**config.mk**
```make
export PLATFORM = sky130hd
export DESIGN_NAME = multdiv_seq_ctrl
export DESIGN_NICKNAME = d
export VERILOG_FILES = /design/src/rtl/multdiv_seq_ctrl.sv
export SDC_FILE = /design/constraint.sdc
export NUM_CORES = 1
export LEC_CHECK = 0
export CAP_MARGIN = 5
export CORE_MARGIN = 1
export CORE_UTILIZATION = 42
export CTS_CLUSTER_DIAMETER = 150
export DETAILED_ROUTE_END_ITERATION = 8
export GPL_ROUTABILITY_DRIVEN = 0
export PLACE_DENSITY = 0.76
export SLEW_MARGIN = 10
export SYNTH_ARGS = -nofsm -noshare
export SYNTH_HDL_FRONTEND = slang
export SYNTH_SLANG_ARGS = --single-unit
```
**constraint.sdc**
```tcl
create_clock -name clock -period 4.7 [get_ports clock]
set_input_delay 1.175 -clock clock [delete_from_list [all_inputs] [get_ports clock]]
set_output_delay 1.175 -clock clock [all_outputs]
set_load 0.005 [all_outputs]
```
**src/rtl/multdiv_seq_ctrl.sv**
```systemverilog
`default_nettype none
// ============================================================================
//  Module      : multdiv_seq_ctrl
//  Description : Iterative radix-2 Booth multiply sequencer for the execute
//                stage. Borrows the ALU's 32-bit adder and overflow detector
//                through the adder_* port group instead of owning an adder.
//                Optional restoring signed divide enabled by MULTDIV_DIV_EN.
//  Revision    : 1.0 - initial release
// ============================================================================
module multdiv_seq_ctrl #(
    parameter int WIDTH = 32
) (
    input  logic             clock,
    input  logic             reset,
    input  logic             ctrl_MULT,
    input  logic             ctrl_DIV,
    input  logic [WIDTH-1:0] data_operandA,
    input  logic [WIDTH-1:0] data_operandB,
    output logic [WIDTH-1:0] adder_a,
    output logic [WIDTH-1:0] adder_b,
    output logic             adder_cin,
    input  logic [WIDTH-1:0] adder_result,
    input  logic             adder_overflow,
    output logic [WIDTH-1:0] data_result,
    output logic             data_exception,
    output logic             data_resultRDY,
    output logic             busy
);

    localparam int              c_CW   = (WIDTH > 1) ? $clog2(WIDTH) : 1;
    localparam logic [c_CW-1:0] c_LAST = c_CW'(WIDTH - 1);

    typedef enum logic [1:0] {
        S_IDLE = 2'd0,
        S_RUN  = 2'd1,
        S_DONE = 2'd2
    } state_t;

    state_t            r_state;
    logic [c_CW-1:0]   r_count;
    logic [2*WIDTH:0]  r_p;        // Booth: {acc_hi, multiplier, guard}; divide: {0, rem, quot}
    logic [WIDTH-1:0]  r_m;        // multiplicand, or |divisor| when dividing

    logic [WIDTH-1:0]  w_booth_b;
    logic              w_booth_cin;
    logic [2*WIDTH:0]  w_mul_next;
    logic              w_mul_ovf;

    // Sum sign corrected for overflow, then arithmetic shift of the whole product
    assign w_mul_next = {adder_result[WIDTH-1] ^ adder_overflow, adder_result, r_p[WIDTH:1]};
    assign w_mul_ovf  = (w_mul_next[2*WIDTH:WIDTH+1] != {WIDTH{w_mul_next[WIDTH]}});

`ifdef MULTDIV_DIV_EN
    logic              r_is_div;
    logic              r_neg;
    logic              r_dz;
    logic [WIDTH-1:0]  w_mag_a;
    logic [WIDTH-1:0]  w_mag_b;
    logic [WIDTH:0]    w_rem_shift;
    logic              w_ge;
    logic [2*WIDTH:0]  w_div_next;
    logic [WIDTH-1:0]  w_quot;
    logic [WIDTH-1:0]  w_quot_signed;
    logic              w_div_ovf;

    assign w_mag_a     = data_operandA[WIDTH-1] ? (~data_operandA + 1'b1) : data_operandA;
    assign w_mag_b     = data_operandB[WIDTH-1] ? (~data_operandB + 1'b1) : data_operandB;
    assign w_rem_shift = {r_p[2*WIDTH-1:WIDTH], r_p[WIDTH-1]};
    // Adder gives a signed compare; flipping by the operand MSBs turns it into
    // an unsigned compare so |B| = 2^(WIDTH-1) and large remainders work. A set
    // bit above the adder width means the shifted remainder already exceeds |B|.
    assign w_ge = w_rem_shift[WIDTH] |
                  ~(adder_result[WIDTH-1] ^ adder_overflow ^ w_rem_shift[WIDTH-1] ^ r_m[WIDTH-1]);
    assign w_div_next    = {1'b0, (w_ge ? adder_result : w_rem_shift[WIDTH-1:0]),
                            r_p[WIDTH-2:0], w_ge};
    assign w_quot        = w_div_next[WIDTH-1:0];
    assign w_quot_signed = r_neg ? (~w_quot + 1'b1) : w_quot;
    // Only most-negative / -1 yields a positive quotient that does not fit
    assign w_div_ovf     = ~r_neg & w_quot[WIDTH-1];
`else
    logic              w_ctrl_div_unused;
    assign w_ctrl_div_unused = ctrl_DIV;
`endif

    // Booth recoding of the two low product bits selects +M, -M or nothing
    always_comb begin
        w_booth_b   = '0;
        w_booth_cin = 1'b0;
        case (r_p[1:0])
            2'b01:   w_booth_b = r_m;
            2'b10: begin
                w_booth_b   = ~r_m;
                w_booth_cin = 1'b1;
            end
            default: ;
        endcase
    end

    // Shared adder is only driven while iterating; zero otherwise
    always_comb begin
        adder_a   = '0;
        adder_b   = '0;
        adder_cin = 1'b0;
        if (r_state == S_RUN) begin
`ifdef MULTDIV_DIV_EN
            if (r_is_div) begin
                adder_a   = w_rem_shift[WIDTH-1:0];
                adder_b   = ~r_m;
                adder_cin = 1'b1;
            end else
`endif
            begin
                adder_a   = r_p[2*WIDTH:WIDTH+1];
                adder_b   = w_booth_b;
                adder_cin = w_booth_cin;
            end
        end
    end

    // Sequencer FSM with registered result, exception, ready and busy
    always_ff @(posedge clock or posedge reset) begin
        if (reset) begin
            r_state        <= S_IDLE;
            r_count        <= '0;
            r_p            <= '0;
            r_m            <= '0;
`ifdef MULTDIV_DIV_EN
            r_is_div       <= 1'b0;
            r_neg          <= 1'b0;
            r_dz           <= 1'b0;
`endif
            data_result    <= '0;
            data_exception <= 1'b0;
            data_resultRDY <= 1'b0;
            busy           <= 1'b0;
        end else begin
            data_resultRDY <= 1'b0;
            case (r_state)
                S_IDLE: begin
                    if (ctrl_MULT) begin
                        r_m     <= data_operandA;
                        r_p     <= {{WIDTH{1'b0}}, data_operandB, 1'b0};
                        r_count <= '0;
                        r_state <= S_RUN;
                        busy    <= 1'b1;
`ifdef MULTDIV_DIV_EN
                        r_is_div <= 1'b0;
                    end else if (ctrl_DIV) begin
                        r_is_div <= 1'b1;
                        r_m      <= w_mag_b;
                        r_p      <= {1'b0, {WIDTH{1'b0}}, w_mag_a};
                        r_neg    <= data_operandA[WIDTH-1] ^ data_operandB[WIDTH-1];
                        r_dz     <= (data_operandB == '0);
                        r_count  <= '0;
                        r_state  <= S_RUN;
                        busy     <= 1'b1;
`endif
                    end
                end
                S_RUN: begin
                    r_count <= r_count + c_CW'(1);
`ifdef MULTDIV_DIV_EN
                    if (r_is_div) begin
                        r_p <= w_div_next;
                        if (r_dz) begin
                            data_result    <= '0;
                            data_exception <= 1'b1;
                            data_resultRDY <= 1'b1;
                            r_state        <= S_DONE;
                        end else if (r_count == c_LAST) begin
                            data_result    <= w_quot_signed;
                            data_exception <= w_div_ovf;
                            data_resultRDY <= 1'b1;
                            r_state        <= S_DONE;
                        end
                    end else
`endif
                    begin
                        r_p <= w_mul_next;
                        if (r_count == c_LAST) begin
                            data_result    <= w_mul_next[WIDTH:1];
                            data_exception <= w_mul_ovf;
                            data_resultRDY <= 1'b1;
                            r_state        <= S_DONE;
                        end
                    end
                end
                S_DONE: begin
                    r_state <= S_IDLE;
                    busy    <= 1'b0;
                end
                default: begin
                    r_state <= S_IDLE;
                    busy    <= 1'b0;
                end
            endcase
        end
    end

endmodule
`default_nettype wire

```
Word-level counts from Yosys, hierarchy flattened. Index checks and enable logic that the tools add are counted. Widths: inputs -> output; s select.

Flip-flop bits (word level): 139. Input bits: 101. Output and inout port bits: 100. Logic and storage cells: 42.

Add/subtract/negate cells: 1. Equality and inequality tests: 7. Multiplexer cells: 16. Bitwise logic cells: 3. Reduce and logical (&&, ||, !) cells: 7.

Operator list (count): $pmux 65 s2 (1); $mux 65 (1); $mux 32 (2); $pmux 32 s2 (1); $ne 32x32->1 (1); $not 32->32 (1); $pmux 5 s2 (1); $reduce_and 2->1 (5); $add 5x1->5 const B (1); $eq 5x5->1 const B (1); $mux 1 (5); $mux 5 (1); $eq 2x1->1 const B (2); $mux 2 (2); $pmux 2 s2 (1); $eq 2x2->1 const B (1); $logic_not 2->1 (1); $ne 2x1->1 const B (1); $ne 2x2->1 const B (1); $pmux 1 s2 (1); $reduce_bool 2->1 (1); $not 1->1 (1); $xor 1x1->1 (1).

Logic depth before layout (Yosys ltp).
Depth in word-level cells: 3. Gate-level depth with buffers: 8. Gate-level depth less buffers: 7.

Least setup slack after synthesis. OpenSTA, ideal clock, no wires.

Path type: register to output. Start point: register r_state[1]. End point: output adder_a[10]. Arrival time: 1.356 ns. Required time: 3.525 ns. Path slack: 2.169 ns. Cell stages (with the launch flop): 6. Buffers on the path: 3. Cell sequence: dfrtp_1 -> buf_2 -> nor2b_1 -> clkbuf_1 -> clkbuf_1 -> and2_1.

Longest elaborated chain between the ends: 2.

Ends and longest elaborated chain: start, declared (line 39) `state_t r_state;`; start signal, assigned (line 123) `r_state <= S_IDLE;`; start signal, assigned (line 144) `r_state <= S_RUN;`; start signal, assigned (line 184) `r_state <= S_DONE;`; $eq 2x1->1 (line 104) `if (r_state == S_RUN) begin`; $mux 32 (line 104); end, declared (line 19) `output logic [WIDTH-1:0] adder_a,`.

No other way between the ends.

Worst setup path after layout.
Start point: register r_state[0]. End point: output adder_b[26].

Longest elaborated chain between the ends: 2.

Ends and longest elaborated chain: $eq 2x1->1 (line 104); $mux 32 (line 104); end, declared (line 20) `output logic [WIDTH-1:0] adder_b,`.

No other way between the ends.

==> run metrics <==
number of distinct standard cells referenced by the synthesized netlist 35; count of state elements after synthesis 139; die extent in y 125 um; cell area power density 560 nW/um2; post-route minimum period 3550 ps; antenna violations before repair 0; die area 15700 um2; total iterations of the first detailed-routing run 8; Initial DRC Count 396; post-route clock period utilization 75.4%; count of endpoints failing hold in the final timing report 0; buffer levels on the longest clock path 2; Cells after DPL 1019; measured slew at the worst slew-check pin 636 ps; detailed placer's ending HPWL 10.5 mm; Worst Hold Margin 476 ps; share of the yosys chip area belonging to registers 54.4%; CP Capture Type primary output; # DRC 15; count of standard-cell rows 44; Layout Utilization 62.9%; critical-path maximum fanout 68; global-route total usage across every layer 21.7%; final-report max-slew violation count 0; Final nets 958; largest net degree at the start of global routing 69; Chip Width 125 um; post-DR wirelength/cell 15.5 um; Ports 201; highest-count cells in the layout ignoring fill and taps sky130_fd_sc_hd__clkdlybuf4s50_1 (199), sky130_fd_sc_hd__nand2_1 (138), sky130_fd_sc_hd__dfrtp_1 (138); final count of negative-setup-slack endpoints 0; standard cell area after detailed placement 8570 um2; worst ir drop on vdd 0.000273 V; number of antenna cells inserted 0; Non-Filler Instances 1052; Area Overhead vs Synth 44.6%; count of max-cap constraint violations 0; Layout Cell Area excl Fill 9250 um2; # H-tree levels 4; antenna-violating nets left 0; cts hold-fix bufs 0; Post-CTS Setup Bufs 0; area of the core 14700 um2; number of warning messages in the yosys log 0; number of clock buffers inserted by TritonCTS 17; number of I/O port buffers 199; sinks on the clock net 139; TritonCTS clock tree yes; Post-Syn Instances 673; DRT Wirelength 16.3 mm; reported leakage power 4.21 nW; post-synthesis instance area 6390 um2; run status finished, violations left; ratio of cells with drive above 1 in the final layout 6.45%; latest clock arrival within the worst-skew pair 410 ps; CTS root buf sky130_fd_sc_hd__clkbuf_16; post-DR vias/cell 5.14; type of the most critical hold path flip-flop to flip-flop; Clock Skews 8.31 ps; WP data required 3520 ps; violations in the final reports design-rule violations; commonest non-fill, non-tap cell in the layout sky130_fd_sc_hd__clkdlybuf4s50_1; global-route wire length before repair 27.0 mm; Avg Synthesized Cell Area 9.50 um2; initial standard-cell utilization of the core 43.5%; type of the setup path with the least slack flip-flop to primary output; number of cells upsized or downsized after cts 0; Highest Clock Rate 0.282 GHz; worst-case headroom to the max-slew limit 57.6%; setup TNS 0 ps; number of global-route vias before repair 5258; routed vias 5404; Worst setup SP type flip-flop; post-synthesis net count 776; clk slew on worst S/H paths 60 ps; data arrival at the endpoint of the critical path 2370 ps; overflow left after global routing 0; setup repair after global routing missed its margin no
## metrics by stage
step                      total power, mW  setup slack (ps)
after floorplan                      2.76              1790
after global placement               3.68              1580
after detailed placement             3.73              1580
after CTS                            5.23              1120
after global routing                 5.52               975
final                                5.18              1150
## final timing paths
path | from | end | slack, ps | cells past startpoint
worst min register to register | data_result[31] | data_result[31] | 480 | 2
worst max-delay path | r_state[0] | adder_b[26] | 1150 | 5
max in group asynchronous | reset | r_state[0] | 2790 | 4
worst min-delay path | data_result[31] | data_result[31] | 480 | 2
worst max register to register | r_count[0] | data_result[28] | 2480 | 6
min in group asynchronous | reset | data_result[5] | 1120 | 2
## power by group
part	internal, mW	switching, mW
combinational	1.03	0.795
clock	0.983	0.493
sequential	1.60	0.280
total	3.61	1.57
## cells by family (layout without fill, tap and decap cells)
kind of cell | count (synthesis) | after routing | synth area share (%)
and+or+nand+nor | 302 | 302 | 22.8
AOI/OAI and AO/OA | 142 | 142 | 13.3
DFF | 139 | 139 | 54.4
buffers and inverters | 56 | 251 | 3.50
muxes | 31 | 31 | 5.46
adders and majority gates | 2 | 2 | 0.391
xor gates and xnor gates | 1 | 1 | 0.137
## sequential cells by signal (all words and copies together), names as in the netlist
register and cells:
r_state 2, data_exception 1, data_result 32, busy 1, r_count 5, r_p 65, data_resultRDY 1, r_m 32
## routing by layer
| layer | global-route usage (%) | up-vias | routed length, um |
|---|---|---|---|
| li1 | - | 2649 | - |
| met2 | 34.2 | 156 | 7700 |
| met1 | 28.4 | 2595 | 7320 |
| met4 | 7.32 | 0 | 70 |
| met5 | 0 | - | 0 |
| met3 | 6.80 | 4 | 1180 |
## cell type report
type | instances | area [um2]
inverter | 5 | 22.5
clock buffer | 21 | 470
clock inverter | 11 | 189
timing repair buffer | 214 | 2140
fill | 1245 | 5450
sequential | 139 | 3480
tap | 184 | 230
multi-input combinational | 478 | 2710
## worst max-delay path, cell delays in order (launching register included)
cell                              delay, ps
sky130_fd_sc_hd__dfrtp_2                360
sky130_fd_sc_hd__buf_4                  500
sky130_fd_sc_hd__nand2b_1               100
sky130_fd_sc_hd__buf_4                  280
sky130_fd_sc_hd__nor2_1                 140
sky130_fd_sc_hd__clkdlybuf4s50_1        540
## cell usage after synthesis
| cell type | n | area share, % |
|---|---|---|
| sky130_fd_sc_hd__o32a_1 | 1 | 0.16 |
| sky130_fd_sc_hd__or4_1 | 2 | 0.23 |
| sky130_fd_sc_hd__o21bai_1 | 1 | 0.12 |
| sky130_fd_sc_hd__nor3_2 | 1 | 0.16 |
| sky130_fd_sc_hd__buf_1 | 2 | 0.12 |
| sky130_fd_sc_hd__nand4_1 | 7 | 0.69 |
| sky130_fd_sc_hd__a31oi_1 | 2 | 0.20 |
| sky130_fd_sc_hd__or3_1 | 1 | 0.098 |
| sky130_fd_sc_hd__buf_4 | 1 | 0.12 |
| sky130_fd_sc_hd__dfrtp_1 | 139 | 54 |
| sky130_fd_sc_hd__inv_1 | 4 | 0.23 |
| sky130_fd_sc_hd__and3_1 | 1 | 0.098 |
| sky130_fd_sc_hd__nor4_1 | 3 | 0.29 |
| sky130_fd_sc_hd__and2_1 | 33 | 3.2 |
| sky130_fd_sc_hd__clkbuf_1 | 40 | 2.3 |
| sky130_fd_sc_hd__mux2_1 | 31 | 5.5 |
| sky130_fd_sc_hd__xnor2_1 | 1 | 0.14 |
| sky130_fd_sc_hd__buf_2 | 8 | 0.63 |
| sky130_fd_sc_hd__nor2_1 | 71 | 4.2 |
| sky130_fd_sc_hd__a22o_2 | 1 | 0.16 |
| sky130_fd_sc_hd__a21oi_1 | 64 | 5.0 |
| sky130_fd_sc_hd__or4_4 | 1 | 0.18 |
| sky130_fd_sc_hd__a22o_1 | 32 | 4.4 |
| sky130_fd_sc_hd__nand2b_1 | 2 | 0.20 |
| sky130_fd_sc_hd__o221ai_1 | 1 | 0.14 |
| sky130_fd_sc_hd__nor2b_1 | 2 | 0.20 |
| sky130_fd_sc_hd__nor3_1 | 3 | 0.23 |
| sky130_fd_sc_hd__nand3b_1 | 1 | 0.12 |
| sky130_fd_sc_hd__nor4_2 | 1 | 0.20 |
| sky130_fd_sc_hd__nand2_1 | 138 | 8.1 |
| sky130_fd_sc_hd__inv_2 | 1 | 0.059 |
| sky130_fd_sc_hd__ha_1 | 2 | 0.39 |
| sky130_fd_sc_hd__nand3_1 | 3 | 0.23 |
| sky130_fd_sc_hd__and3b_1 | 32 | 4.4 |
| sky130_fd_sc_hd__o21ai_1 | 40 | 3.1 |
(Power assumes the default switching activity.)
